File: src/rtl/door_input_cond_if.sv
// Signal bundle between the raw wall-button/limit-switch wiring and the input conditioner.
// The conditioner takes the slave side; whoever drives the raw contacts takes the master side.
interface door_input_cond_if;
    logic BTN_raw;
    logic UP_SW_raw;
    logic DN_SW_raw;
    logic Activate;
    logic UP_MAX;
    logic DN_MAX;
    logic SW_FAULT;

    modport master (
        output BTN_raw,
        output UP_SW_raw,
        output DN_SW_raw,
        input  Activate,
        input  UP_MAX,
        input  DN_MAX,
        input  SW_FAULT
    );

    modport slave (
        input  BTN_raw,
        input  UP_SW_raw,
        input  DN_SW_raw,
        output Activate,
        output UP_MAX,
        output DN_MAX,
        output SW_FAULT
    );
endinterface

File: src/rtl/door_input_cond.sv
// Synchronises and debounces the wall button and both limit switches for the garage-door FSM,
// turning each accepted press into a single Activate pulse with a post-release lockout.
module door_input_cond #(
    parameter int DB_CYCLES   = 16,
    parameter int LOCK_CYCLES = 32,
    parameter int CNT_W       = 6
) (
    input logic               CLK,
    input logic               RST,
    door_input_cond_if.slave  bus
);

    localparam int NUM_IN = 3;
    localparam int IDX_BTN = 0;
    localparam int IDX_UP  = 1;
    localparam int IDX_DN  = 2;

    localparam logic [CNT_W-1:0] DB_LAST   = CNT_W'(DB_CYCLES - 1);
    localparam logic [CNT_W-1:0] LOCK_LAST = CNT_W'(LOCK_CYCLES - 1);

    typedef enum logic [1:0] {
        IDLE    = 2'd0,
        PULSE   = 2'd1,
        HELD    = 2'd2,
        LOCKOUT = 2'd3
    } btnState_t;

    logic [NUM_IN-1:0]            rawIn;
    logic [NUM_IN-1:0]            sync1_q;
    logic [NUM_IN-1:0]            sync2_q;
    logic [NUM_IN-1:0]            db_q;
    logic [NUM_IN-1:0]            db_d;
    logic [NUM_IN-1:0][CNT_W-1:0] dbCnt_q;
    logic [NUM_IN-1:0][CNT_W-1:0] dbCnt_d;
    logic                         swFault_q;

    btnState_t                    state_q;
    logic [CNT_W-1:0]             lockCnt_q;
    logic                         activate_q;

    assign rawIn = {bus.DN_SW_raw, bus.UP_SW_raw, bus.BTN_raw};

    // Any sample agreeing with the current output wipes the count, so only an unbroken run flips it.
    always_comb begin
        for (int i = 0; i < NUM_IN; i++) begin
            db_d[i]    = db_q[i];
            dbCnt_d[i] = dbCnt_q[i];
            if (sync2_q[i] == db_q[i]) begin
                dbCnt_d[i] = '0;
            end else if (dbCnt_q[i] == DB_LAST) begin
                db_d[i]    = sync2_q[i];
                dbCnt_d[i] = '0;
            end else begin
                dbCnt_d[i] = dbCnt_q[i] + CNT_W'(1);
            end
        end
    end

    always_ff @(posedge CLK) begin
        if (!RST) begin
            sync1_q   <= '0;
            sync2_q   <= '0;
            db_q      <= '0;
            dbCnt_q   <= '0;
            swFault_q <= 1'b0;
        end else begin
            sync1_q   <= rawIn;
            sync2_q   <= sync1_q;
            db_q      <= db_d;
            dbCnt_q   <= dbCnt_d;
            swFault_q <= db_q[IDX_UP] & db_q[IDX_DN];
        end
    end

    // A press still held when lockout expires lands in HELD, so it can never produce a second pulse.
    always_ff @(posedge CLK) begin
        if (!RST) begin
            state_q    <= IDLE;
            lockCnt_q  <= '0;
            activate_q <= 1'b0;
        end else begin
            activate_q <= 1'b0;
            case (state_q)
                IDLE: begin
                    if (db_q[IDX_BTN]) begin
                        state_q    <= PULSE;
                        activate_q <= ~swFault_q;
                    end
                end
                PULSE: begin
                    state_q <= HELD;
                end
                HELD: begin
                    if (!db_q[IDX_BTN]) begin
                        state_q   <= LOCKOUT;
                        lockCnt_q <= '0;
                    end
                end
                LOCKOUT: begin
                    if (lockCnt_q == LOCK_LAST) begin
                        state_q <= db_q[IDX_BTN] ? HELD : IDLE;
                    end else begin
                        lockCnt_q <= lockCnt_q + CNT_W'(1);
                    end
                end
                default: begin
                    state_q <= IDLE;
                end
            endcase
        end
    end

    assign bus.Activate = activate_q;
    assign bus.UP_MAX   = db_q[IDX_UP];
    assign bus.DN_MAX   = db_q[IDX_DN];
    assign bus.SW_FAULT = swFault_q;

endmodule

File: src/flat_wrapper.sv
// flat-port wrapper written by rule: the top's interface ports become plain ports
module door_input_cond_flat 
#(
    parameter int DB_CYCLES   = 16,
    parameter int LOCK_CYCLES = 32,
    parameter int CNT_W       = 6
)
  (CLK, RST, bus_BTN_raw, bus_UP_SW_raw, bus_DN_SW_raw, bus_Activate, bus_UP_MAX, bus_DN_MAX, bus_SW_FAULT);
  door_input_cond_if bus_i ();
  input logic CLK;
  input logic RST;
  input wire logic [$bits(bus_i.BTN_raw)-1:0] bus_BTN_raw;
  input wire logic [$bits(bus_i.UP_SW_raw)-1:0] bus_UP_SW_raw;
  input wire logic [$bits(bus_i.DN_SW_raw)-1:0] bus_DN_SW_raw;
  output wire logic [$bits(bus_i.Activate)-1:0] bus_Activate;
  output wire logic [$bits(bus_i.UP_MAX)-1:0] bus_UP_MAX;
  output wire logic [$bits(bus_i.DN_MAX)-1:0] bus_DN_MAX;
  output wire logic [$bits(bus_i.SW_FAULT)-1:0] bus_SW_FAULT;
  assign bus_i.BTN_raw = bus_BTN_raw;
  assign bus_i.UP_SW_raw = bus_UP_SW_raw;
  assign bus_i.DN_SW_raw = bus_DN_SW_raw;
  assign bus_Activate = bus_i.Activate;
  assign bus_UP_MAX = bus_i.UP_MAX;
  assign bus_DN_MAX = bus_i.DN_MAX;
  assign bus_SW_FAULT = bus_i.SW_FAULT;
  door_input_cond #(.DB_CYCLES(DB_CYCLES), .LOCK_CYCLES(LOCK_CYCLES), .CNT_W(CNT_W)) u_core (.CLK(CLK), .RST(RST), .bus(bus_i));
endmodule
File: config.mk
export PLATFORM = sky130hd
export DESIGN_NAME = door_input_cond_flat
export DESIGN_NICKNAME = d
export VERILOG_FILES = /design/src/rtl/door_input_cond_if.sv /design/src/rtl/door_input_cond.sv /design/src/flat_wrapper.sv
export SDC_FILE = /design/constraint.sdc
export NUM_CORES = 1
export LEC_CHECK = 0
export BUFFER_PORTS_ARGS = -buffer_cell sky130_fd_sc_hd__clkbuf_2
export CORE_MARGIN = 5
export CORE_UTILIZATION = 45
export CTS_CLUSTER_SIZE = 16
export DETAILED_ROUTE_END_ITERATION = 16
export SLEW_MARGIN = 10
export SYNTH_ARGS = -nofsm -noshare
export SYNTH_HDL_FRONTEND = slang
export SYNTH_SLANG_ARGS = --single-unit
File: constraint.sdc
create_clock -name CLK -period 2.65 [get_ports CLK]
set_input_delay 0 -clock CLK [delete_from_list [all_inputs] [get_ports CLK]]
set_output_delay 0 -clock CLK [all_outputs]
set_load 0.03 [all_outputs]
Word level (Yosys, flattened, before mapping):

Cells that the tools add are included.

* add/subtract/negate cells: 4
* equality and inequality tests: 14
* multiplexer cells: 8
* bitwise gates (word level): 6
* reduce and logical (&&, ||, !) cells: 11

Operators by type and width (count)
* $add A6 B1 Y6 const B: 4
* $eq A6 B4 Y1 const B: 3
* $mux W6: 2
* $pmux W6 S2: 1
* $reduce_and A3 Y1: 3
* $reduce_or A3 Y1: 3
* $mux W2: 4
* $pmux W2 S4: 1
* $eq A6 B5 Y1 const B: 1
* $reduce_and A2 Y1: 3
* $not A1 Y1: 5
* $eq A2 B2 Y1 const B: 2
* $ne A2 B1 Y1 const B: 2
* $ne A2 B2 Y1 const B: 2
* $eq A1 B1 Y1: 3
* $eq A2 B1 Y1 const B: 1
* $logic_not A2 Y1: 1
* $reduce_bool A2 Y1: 1
* $and A1 B1 Y1: 1

* register bits: 37
* input bits: 5

Depth between registers and ports, before layout:

Gate-level depths: netlist of the first run.

* depth in word-level cells: 3
* mapped depth: 5

Worst setup path before layout of the first run:

No wires, ideal clock.

* kind: reg2reg
* start: reg u_core.lockCnt_q[0]
* end: reg u_core.lockCnt_q[0]
* arrival: 1253 ps
* required time: 2588 ps
* path slack: 1335 ps
* cell stages (with the launch flop): 5
* path buffers: 0
* period minus slack after synthesis: 1315 ps
* path through: dfxtp_1 -> ha_1 -> and3_4 -> or4_1 -> nand3_1

* word-level cells in the longest chain between the ends: 3

Ends and longest elaborated chain
* start, declared: RTL line door_input_cond.sv:38 `logic [CNT_W-1:0] lockCnt_q;`
* start signal, assigned: RTL line door_input_cond.sv:103 `lockCnt_q <= lockCnt_q + CNT_W'(1);`
* $add A6 B1 Y6 / $eq A6 B5 Y1 (equally long branches): RTL line door_input_cond.sv:103, door_input_cond.sv:100
* $mux W6 / $ne A2 B2 Y1 (equally long branches)
* $pmux W6 S2 / $reduce_and A3 Y1 (equally long branches)

Several ways; a longest one is shown, not always the timed one. The select of a mux whose other input is x is not followed.
A chain may end at the register's enable or synchronous reset.

Worst setup path after layout of the first run:

* start: reg u_core.db_q[0]
* end: reg u_core.lockCnt_q[2]

* word-level cells in the longest chain between the ends: 2

Ends and longest elaborated chain
* start, declared: RTL line door_input_cond.sv:31 `logic [NUM_IN-1:0] db_q;`
* start signal, assigned: RTL line door_input_cond.sv:63 `db_q <= '0;`
* start signal, assigned: RTL line door_input_cond.sv:69 `db_q <= db_d;`
* $ne A2 B2 Y1 (no line)
* $reduce_and A3 Y1 (no line)

Every way passes these cells.

==> results of run 1 <==
per-stage QoR:
step / instance area [um2] / hold WS, ns
final: 1610 / 0.211
after detailed placement: 1530 / 0.209
after floorplan: 1450 / 0.127
after global placement: 1530 / 0.207
after global routing: 1610 / 0.247
after CTS: 1610 / 0.187
cells in the mapped netlist (all sizes together):
library cell  instances  area, um2
xor2                  9       78.8
nand2                 9       33.8
a21oi                 3       15.0
o21bai                1       7.51
or3                   4       25.0
and3                  5       41.3
and2                  6       37.5
o211ai                1       7.51
buf                   1       5.00
o22ai                 1       6.26
a21boi                1       7.51
o21ai                 5       25.0
or4                   1       7.51
clkbuf                3       11.3
nand4                 2       12.5
nor2b                 3       18.8
xnor2                 6       52.6
a211oi                1       7.51
inv                   6       22.5
o221a                 1       11.3
nor2                 23       86.3
mux2i                 4       40.0
ha                    4       50.1
a31oi                 2       12.5
nand3                14       70.1
nor3b                 2       15.0
dfxtp                37        741
cells by family after synthesis:
group / Yosys count / synth area share
compound gates: 16 / 0.0691
xor+xnor: 15 / 0.0907
fa+ha+maj: 4 / 0.0345
buf+inv: 10 / 0.0268
flops: 37 / 0.511
mux: 4 / 0.0276
simple gates: 69 / 0.240
flip-flops by register name (all words and copies together) (netlist names):
signal               flops
u_core.dbCnt_q          18
u_core.db_q              3
u_core.state_q           2
u_core.lockCnt_q         6
u_core.bus.Activate      1
u_core.sync2_q           3
u_core.sync1_q           3
u_core.bus.SW_FAULT      1
worst paths after layout:
check                          from             endpoint  cells after the start
setup / recovery     u_core.db_q[0]  u_core.lockCnt_q[2]                      4
hold / removal                  RST  u_core.lockCnt_q[3]                      3
setup reg to reg     u_core.db_q[0]  u_core.lockCnt_q[2]                      4
hold reg to reg   u_core.sync1_q[1]    u_core.sync2_q[1]                      1
repair_timing:
item / 4_1_cts / 5_1_grt
hold buffers: 3 / 0
hold endpoints to repair: 3 / 0
setup buffers: 0 / 0
worst max-delay path: cells and delay by family (launching register included):
kind            cells  cell delay (ns)
buf+inv             1             0.07
flops               1             0.42
compound gates      3             0.91
final cells by class:
cell class | instances | share of cell area
clock buffers | 6 | 0.0257
clock inverters | 2 | 0.00622
inverters | 6 | 0.0140
multi-input cells | 108 | 0.416
flip-flops and latches | 37 | 0.460
well taps | 44 | 0.0342
repair buffers | 11 | 0.0435
power by group:
group	switching [W]	total [W]	internal (W)
Combinational	0.0000116	0.0000219	0.0000103
Clock	0.000173	0.000274	0.000101
Sequential	0.00000273	0.000564	0.000561
Total	0.000187	0.000860	0.000673
per-layer routing:
metal	vias to the layer above	global-route usage	share of wire
met2	18	0.196	0.44
met5	-	0	0
met3	7	0.0405	0.040
met1	474	0.154	0.49
met4	0	0.0914	0.027
li1	551	-	-
==> summary.txt, run 1 <==
STA
  – Tightest Pin Transition: 0.491 ns
  – Setup violators final: 0
  – Setup ws final: 1.21 ns
  – Fin crit period: 1.44 ns
  – Fmax: 694 MHz
  – Unrepaired setup endpoints after global routing: false
  – Final hold violations: 0
  – Final period utilization: 0.544
  – Clock Skew: 0.00475 ns
  – Pins Over Slew Limit: 0
  – Setup tns final: 0 ns
  – Relative slew slack: 0.669

Place
  – Number of port buffers: 8
  – Hpwl dp: 1640 um
  – Place WS: 1.24 ns
  – Routability cong.: 0.914
  – Inst Count DP: 203

GRT
  – GR Overflow Total: 0
  – Global-route wire length before repair: 4260 um
  – Initial antenna violation count: 0
  – Largest net degree at the start of global routing: 28
  – Global Route Usage Sum: 0.129
  – Vias in the first global route: 1027

Logic synthesis
  – Ys Warns: 0
  – Syn_nets: 164
  – Synth Cell Area: 1450 um2
  – Synth cell types: 28
  – Post-synthesis sequential area ratio: 0.511
  – Average size of a mapped cell: 9.35 um2
  – Post-Syn Instances: 155
  – #FFs+latches synth: 37

Cells and area
  – Sequential Area: 741 um2
  – Final nets: 178
  – Leading cell types in the layout, fill and taps excluded: dfxtp_1 (37), nor2_1 (23), nand3_1 (14), nand2_1 (9), xor2_1 (9)
  – Share of layout cells above drive strength 1: 0.106
  – Fillers: 286
  – Final Util: 0.523
  – Finished Layout Cells: 214
  – Area growth from synthesis to layout: 11.1%
  – Antenna diodes: 0
  – Most common cell after layout, fill and taps aside: dfxtp_1
  – Multi-input gate area: 669 um2

Routing
  – WL final: 2330 um
  – Final antenna-violating net count: 0
  – Remaining routing DRC violations: 0
  – DR iter-0 viols: 39
  – First-pass iteration count of the detailed router: 4
  – Via density: 4.91
  – DR vias: 1050
  – Routed WL per cell: 10.9 um

Floorplan
  – Initial Util: 0.471
  – I/O pins: 9
  – Row Count: 20
  – Overall die area: 4450 um2
  – Die width: 66.7 um
  – Die height: 66.7 um
  – Core ar.: 3080 um2

Clocking
  – CTS HTree Levels: 2
  – Post-CTS Resized: 0
  – Clk root buf: clkbuf_4
  – Clock sink count: 37
  – CTS tree: done
  – Clock transition at the registers of the reported paths: 0.10 ns
  – Clk_lat worst skew: 0.33 ns
  – Max clock buf depth: 2
  – Total CTS buffers: 5

Critical path
  – Setup CP Type: reg -> reg
  – Worst-path cell chain: inv_1 > o21ai_0 > o21bai_1 > o221a_2
  – WP data required: 2.94 ns
  – Critical path endpoint category: flip-flop
  – Critical-path top delay cell: dfxtp_1
  – Startpoint Class: flip-flop
  – Critical Path Fanout Max: 5
  – Reg-to-reg setup timing slack: 1.21 ns
  – Max incr delay on CP: 0.42 ns
  – Worst EP arrival: 1.73 ns

Power and ir drop
  – P_leak: 0.636 nW
  – Tot Pwr: 0.000860 W
  – Pwr Density: 534 nW/um2
  – Peak supply drop: 0.392 mV

Run
  – Max-capacitance violation count: 0

Hold path
  – Worst min path class: in -> reg

Outcome
  – Outcome: finished clean
Note: power is estimated with default switching activity, not from simulation.
==> run 2, diff against run 1 <==
Settings changed: ABC_AREA from default to 1.
Clock period 2.65 ns to 1.2 ns, I/O delays scaled along.
==> run 2 against run 1 <==
Compared with the run above: the run now ends with setup timing left; final cell count rose by 28%; die area rose by 4.1%; final area rose by 19%; global-route usage rose by 1.2 points; wire length rose by 24%.
==> summary.txt, run 2 <==
Outcome
  – Outcome: finished, violations left
  – Failing checks: setup timing

Logic synthesis
  – Post-synthesis sequential area ratio: 0.488 (-0.0236)
  – Syn_nets: 205 (+25%)
  – Largest cells by area after synthesis: dfxtp_1 (49%), nand2_1 (8.9%), inv_1 (5.9%)
  – Synth cell count leaders: dfxtp_1 (37), nand2_1 (36), inv_1 (24)
  – Ys Warns: 0 (unchanged)
  – Most used DFF post-synth: dfxtp_1
  – Most common cell in the netlist: dfxtp_1
  – Top cell type's share of synthesized area: 0.488 (-0.0236)
  – Largest area contributor in the synthesized netlist: dfxtp_1
  – Synth Cell Area: 1520 um2 (+4.8%)
  – #FFs+latches synth: 37 (unchanged)
  – Post-Syn Instances: 196 (+26%)
  – EDFF count, synth: 0 (unchanged)
  – Post-synth ARST share: 0 (unchanged)
  – Average size of a mapped cell: 7.75 um2 (-17%)
  – Synth cell types: 24 (-14%)

Cells and area
  – Final nets: 237 (+33%)
  – Area growth from synthesis to layout: 26.4%
  – Leading cell types in the layout, fill and taps excluded: nand2_1 (31), dfxtp_1 (28), inv_1 (24), nor2_1 (21), buf_4 (14)
  – Largest register by flop count: u_core.dbCnt_q
  – Share of layout cells above drive strength 1: 0.276 (+0.170)
  – Max reg flops: 18 (unchanged)
  – Fin area: 1920 um2 (+19%)
  – Largest regs: u_core.dbCnt_q: 18 flops, u_core.lockCnt_q: 6 flops
  – Most common cell after layout, fill and taps aside: nand2_1
  – Fillers: 342 (+20%)
  – Finished Layout Cells: 274 (+28%)
  – Antenna diodes: 0 (unchanged)

Clocking
  – Max clock buf depth: 2 (unchanged)
  – Total CTS buffers: 5 (unchanged)
  – Clk_lat worst skew: 0.33 ns (about the same)
  – CTS HTree Levels: 2 (unchanged)
  – Clk root buf: clkbuf_4
  – Clock sink count: 37 (unchanged)
  – CTS tree: done
  – Clock transition at the registers of the reported paths: 0.10 ns (about the same)

Place
  – Hpwl dp: 2000 um (+22%)
  – Routability cong.: 0.823 (-10%)
  – DP Area: 1680 um2 (+10%)
  – Inst Count DP: 258 (+27%)
  – Number of port buffers: 8 (unchanged)

STA
  – Unrepaired setup endpoints after global routing: true
  – Final period utilization: 1.01 (+0.471)
  – Setup ws final: -0.0179 ns (-1.23 ns)
  – Relative slew slack: 0.826 (+0.157)
  – Setup violators final: 2 (+2)
  – WHS: 0.385 ns (+0.174 ns)
  – Clock Skew: 0.00352 ns (-0.00122 ns)
  – Setup tns final: -0.0283 ns (-0.0283 ns)
  – Fmax: 821 MHz (+18%)
  – Tightest Pin Transition: 0.260 ns (-0.231 ns)
  – Pins Over Slew Limit: 0 (unchanged)
  – Final hold violations: 0 (unchanged)
  – Fin crit period: 1.22 ns (-0.224 ns)

Hold path
  – Hold Path Cell Cnt: 4 (+1)
  – Worst min path class: in -> reg
  – Hold Crit Start: bus_UP_SW_raw
  – WHS Endpoint: u_core.sync1_q[1]

Routing
  – Final antenna-violating net count: 0 (unchanged)
  – DR iter-0 viols: 32 (-18%)
  – Remaining routing DRC violations: 0 (unchanged)
  – Routed WL per cell: 10.5 um (-3.3%)
  – First-pass iteration count of the detailed router: 4 (unchanged)
  – Via density: 4.72 (-3.8%)
  – DR vias: 1293 (+23%)
  – WL final: 2880 um (+24%)

GRT
  – Vias in the first global route: 1233 (+20%)
  – Global-route wire length before repair: 4860 um (+14%)
  – Initial antenna violation count: 0 (unchanged)
  – GR Overflow Total: 0 (unchanged)
  – Global Route Usage Sum: 0.141 (+0.0116)
  – Largest net degree at the start of global routing: 13 (-54%)

Floorplan
  – Core ar.: 3310 um2 (+7.6%)
  – I/O pins: 9 (unchanged)
  – Die width: 68.1 um (+2.0%)
  – Initial Util: 0.459 (-0.0119)
  – Overall die area: 4640 um2 (+4.1%)
  – Row Count: 21 (+5.0%)
  – Die height: 68.1 um (+2.0%)

Critical path
  – Worst EP arrival: 1.44 ns (-0.29 ns)
  – Reg-to-reg setup timing slack: -0.02 ns (-1.23 ns)
  – Critical path endpoint category: flip-flop
  – WP data required: 1.43 ns (-1.51 ns)
  – Critical Path Fanout Max: 3 (-2)
  – RR Startpoint: u_core.lockCnt_q[1]
  – R2R cell count: 7 (+3)
  – Startpoint Class: flip-flop
  – R2r endpoint: u_core.lockCnt_q[0]
  – CP startpoint: u_core.lockCnt_q[1]
  – Setup CP Type: reg -> reg

Power and ir drop
  – Pwr Density: 1020 nW/um2 (+91%)
  – P_leak: 0.765 nW (+20%)
  – Peak supply drop: 0.728 mV (+86%)
  – Tot Pwr: 0.00196 W (+130%)

Run
  – Max-capacitance violation count: 0 (unchanged)
-- run 2: routing by layer --
metal	vias up	track usage	routed length, um
li1	688	-	-
met1	583	0.140	1180
met2	13	0.253	1550
met3	9	0.0361	69
met4	0	0.0993	82
met5	-	0	0
-- run 2: cell families after synthesis --
group | share of synthesized area
adder cells (fa/ha/maj) | 0.0330
AND/OR/NAND/NOR | 0.260
buffers and inverters | 0.0832
AO/OA/AOI/OAI | 0.0898
flip-flops | 0.488
XOR/XNOR | 0.0461
-- run 2: worst max path at each step --
stage / endpoint / slack (ns) / depth (start not counted)
2_1_floorplan: u_core.dbCnt_q[11] / 0.07 / 6
3_3_place_gp: u_core.dbCnt_q[15] / 0.01 / 6
3_5_place_dp: u_core.lockCnt_q[5] / -0.05 / 7
4_1_cts: u_core.lockCnt_q[4] / -0.003 / 7
5_1_grt: u_core.lockCnt_q[1] / -0.10 / 7
6_report: u_core.lockCnt_q[0] / -0.02 / 7
-- run 2: worst max-delay path, cell delays in order, from the launching register on --
cell,delay (ns)
dfxtp_2,0.37
ha_4,0.16
nand3_4,0.11
o21bai_4,0.21
buf_4,0.14
nand2_1,0.04
nand2_1,0.05
a21oi_1,0.04
-- run 2: area by class of cell --
class                           instances  area [um2]  share of cell area
Sequential cell                        37         752               0.392
Tap cell                               46        57.6              0.0300
Inverter                               31         116              0.0606
Timing Repair Buffer                   27         198               0.103
Clock buffer                            7        55.1              0.0287
Multi-Input combinational cell        126         742               0.386
-- run 2: power breakdown --
part / switching, W / total (W) / internal, W / leakage, nW
registers: 0.00000565 / 0.00125 / 0.00124 / 0.304
clock network: 0.000368 / 0.000645 / 0.000277 / 0.0314
logic: 0.0000347 / 0.0000683 / 0.0000336 / 0.430
total: 0.000409 / 0.00196 / 0.00155 / 0.765
-- run 2: repair_timing --
action | CTS | global route
buffers inserted | 2 | 2
endpoints found under the setup margin | 18 | 28
pin swaps | 1 | 11
resized for setup | 8 | 23
hold endpoints to repair | 4 | 0
hold buffers | 5 | 0
-- run 2: stage by stage --
step | setup WS, ns | utilization
after detailed placement | -0.0488 | 0.508
final | -0.0179 | 0.580
after floorplan | 0.0701 | -
after global placement | 0.0105 | 0.508
after global routing | -0.103 | 0.580
after CTS | -0.00328 | 0.555
==> run 3, diff against run 2 <==
Settings changed: ABC_AREA 1 to default.
==> run 3 against run 2 <==
Compared with the run above: the run still ends with setup timing left; worst hold slack better by 0.032 ns; highest routed layer unchanged; combinational power up 0.6%; via count down 4.4%; die area down 4.0%; wire length up 6.7%; sequential power about the same; critical endpoint unchanged; total power down 0.67%; fmax down 4.4%; core utilization up 8.8 points; largest power group unchanged; flip-flop and latch count unchanged; clock-buffer cell count down 1.
==> summary.txt, run 3 (synthesized netlist as in run 1, its figures left out) <==
Routing
  – Final antenna-violating net count: 0 (unchanged)
  – DR iter-0 viols: 65 (+100%)
  – Via density: 4.92 (+4.4%)
  – First-pass iteration count of the detailed router: 4 (unchanged)
  – WL final: 3080 um (+6.7%)
  – Remaining routing DRC violations: 0 (unchanged)
  – Routed WL per cell: 12.3 um (+17%)
  – DR vias: 1236 (-4.4%)

GRT
  – Initial antenna violation count: 0 (unchanged)
  – Largest net degree at the start of global routing: 27 (+14)
  – Global-route wire length before repair: 5160 um (+6.3%)
  – GR Overflow Total: 0 (unchanged)
  – Vias in the first global route: 1262 (+2.4%)
  – Global Route Usage Sum: 0.156 (+0.0152)

Run
  – Max-capacitance violation count: 0 (unchanged)

Hold path
  – Hold Path Cell Cnt: 3 (-1)
  – WHS Endpoint: u_core.sync1_q[1]
  – Worst min path class: in -> reg
  – Hold Crit Start: bus_UP_SW_raw

Critical path
  – RR Startpoint: u_core.lockCnt_q[4]
  – Critical path endpoint category: flip-flop
  – R2R cell count: 4 (-3)
  – Setup CP Type: reg -> reg
  – Reg-to-reg setup timing slack: -0.07 ns (-0.06 ns)
  – Critical Path Fanout Max: 3 (unchanged)
  – Startpoint Class: flip-flop
  – R2r endpoint: u_core.lockCnt_q[0]
  – WP data required: 1.49 ns (+0.06 ns)
  – Worst EP arrival: 1.56 ns (+0.12 ns)

STA
  – Fmax: 785 MHz (-4.4%)
  – Unrepaired setup endpoints after global routing: true
  – Pins Over Slew Limit: 0 (unchanged)
  – Setup violators final: 5 (+3)
  – Relative slew slack: 0.799 (-0.0265)
  – Setup tns final: -0.188 ns (-0.159 ns)
  – Final period utilization: 1.06 (+0.0462)
  – Setup ws final: -0.0734 ns (-0.0555 ns)
  – WHS: 0.417 ns (+0.0325 ns)
  – Clock Skew: 0.0123 ns (+0.00876 ns)
  – Final hold violations: 0 (unchanged)
  – Fin crit period: 1.27 ns (+0.0555 ns)
  – Tightest Pin Transition: 0.300 ns (+0.0396 ns)

Power and ir drop
  – Clock Power Share: 0.324 (-0.005)
  – P_leak: 0.833 nW (+8.9%)
  – Psw: 0.000447 W (+9.5%)
  – Sequential share of power: 0.641 (+0.005)
  – Sw frac: 0.230 (+0.0214)
  – Peak supply drop: 0.643 mV (-12%)
  – Pwr Density: 946 nW/um2 (-7.3%)
  – Internal: 0.00150 W (-3.4%)
  – Tot Pwr: 0.00195 W (-0.67%)
  – Comb pwr share: 0.035 (about the same)

Clocking
  – Clock transition at the registers of the reported paths: 0.11 ns (about the same)
  – Clock sink count: 37 (unchanged)
  – CTS tree: done
  – Clk_lat worst skew: 0.34 ns (about the same)
  – Clk root buf: clkbuf_4
  – Total CTS buffers: 5 (unchanged)
  – Max clock buf depth: 2 (unchanged)
  – CTS HTree Levels: 2 (unchanged)

Outcome
  – Failing checks: setup timing
  – Outcome: finished, violations left

Floorplan
  – I/O pins: 9 (unchanged)
  – Die height: 66.7 um (-2.0%)
  – Initial Util: 0.471 (+0.0119)
  – Row Count: 20 (-4.8%)
  – Overall die area: 4450 um2 (-4.0%)
  – Core ar.: 3080 um2 (-7.0%)
  – Die width: 66.7 um (-2.0%)

Place
  – Hpwl dp: 2050 um (+2.5%)
  – Number of port buffers: 8 (unchanged)
  – DP Area: 1850 um2 (+10%)
  – Routability cong.: 0.878 (+6.7%)

Cells and area
  – Leading cell types in the layout, fill and taps excluded: buf_4 (36), dfxtp_1 (26), nor2_1 (17), dfxtp_2 (11), nand2_1 (9)
  – Share of layout cells above drive strength 1: 0.425 (+0.149)
  – Final Util: 0.668 (+0.0882)
  – Final nets: 215 (-9.3%)
  – Antenna diodes: 0 (unchanged)
  – Area growth from synthesis to layout: 42.0%
  – Max reg flops: 18 (unchanged)
  – Fillers: 265 (-23%)
  – Largest regs: u_core.dbCnt_q: 18 flops, u_core.lockCnt_q: 6 flops
  – Fin area: 2060 um2 (+7.1%)
  – Largest register by flop count: u_core.dbCnt_q
  – Most common cell after layout, fill and taps aside: buf_4
[run 3: power by group through the flow]
stage | clock network (W) | logic, W | registers (W)
floorplan | 0 | 0.0000328 | 0.00127
global placement | 0 | 0.0000504 | 0.00127
detailed placement | 0 | 0.0000522 | 0.00127
CTS | 0.000650 | 0.0000625 | 0.00125
global route | 0.000715 | 0.0000785 | 0.00125
finish | 0.000629 | 0.0000687 | 0.00125
[run 3: repair_timing]
| action | in CTS | in global routing |
|---|---|---|
| pin swaps | 7 | 8 |
| endpoints found under the hold margin | 5 | 0 |
| hold buffers | 4 | 0 |
| setup endpoints to repair | 20 | 20 |
| buffers inserted | 4 | 3 |
| gates resized for setup | 2 | 17 |
[run 3: routing by layer]
metal	vias up	global-route usage	wire length, um
met5	-	0	0
met4	0	0.0685	53
li1	624	-	-
met2	19	0.269	1590
met3	5	0.0506	90
met1	588	0.174	1340
[run 3: how the worst max path moves through the flow]
| stage | start | to | slack (ns) | cells after the start |
|---|---|---|---|---|
| 2_1_floorplan | u_core.lockCnt_q[3] | u_core.lockCnt_q[0] | -0.04 | 4 |
| 3_3_place_gp | u_core.dbCnt_q[13] | u_core.db_q[2] | -0.05 | 5 |
| 3_5_place_dp | u_core.lockCnt_q[4] | u_core.lockCnt_q[2] | -0.07 | 4 |
| 4_1_cts | u_core.lockCnt_q[4] | u_core.lockCnt_q[0] | -0.07 | 4 |
| 5_1_grt | u_core.dbCnt_q[12] | u_core.db_q[2] | -0.12 | 5 |
| 6_report | u_core.lockCnt_q[4] | u_core.lockCnt_q[0] | -0.07 | 4 |
[run 3: worst max-delay path: stages (launching register included)]
cell and delay (ns):
dfxtp_2 0.34, and3_4 0.18, and3_4 0.17, or4_1 0.46, nand3_1 0.07
[run 3: per-stage QoR]
step	cells	setup slack [ns]
final	251	-0.0734
after detailed placement	232	-0.0720
after global placement	232	-0.0500
after CTS	248	-0.0725
after global routing	251	-0.123
after floorplan	155	-0.0411
[run 3: cell type report]
| class | count | area (um2) | area share |
|---|---|---|---|
| Clock inverter | 2 | 10.0 | 0.00487 |
| Timing Repair Buffer | 48 | 350 | 0.170 |
| Clock buffer | 6 | 41.3 | 0.0201 |
| Tap cell | 44 | 55.1 | 0.0268 |
| Sequential cell | 37 | 754 | 0.367 |
| Multi-Input combinational cell | 108 | 823 | 0.400 |
| Inverter | 6 | 22.5 | 0.0109 |
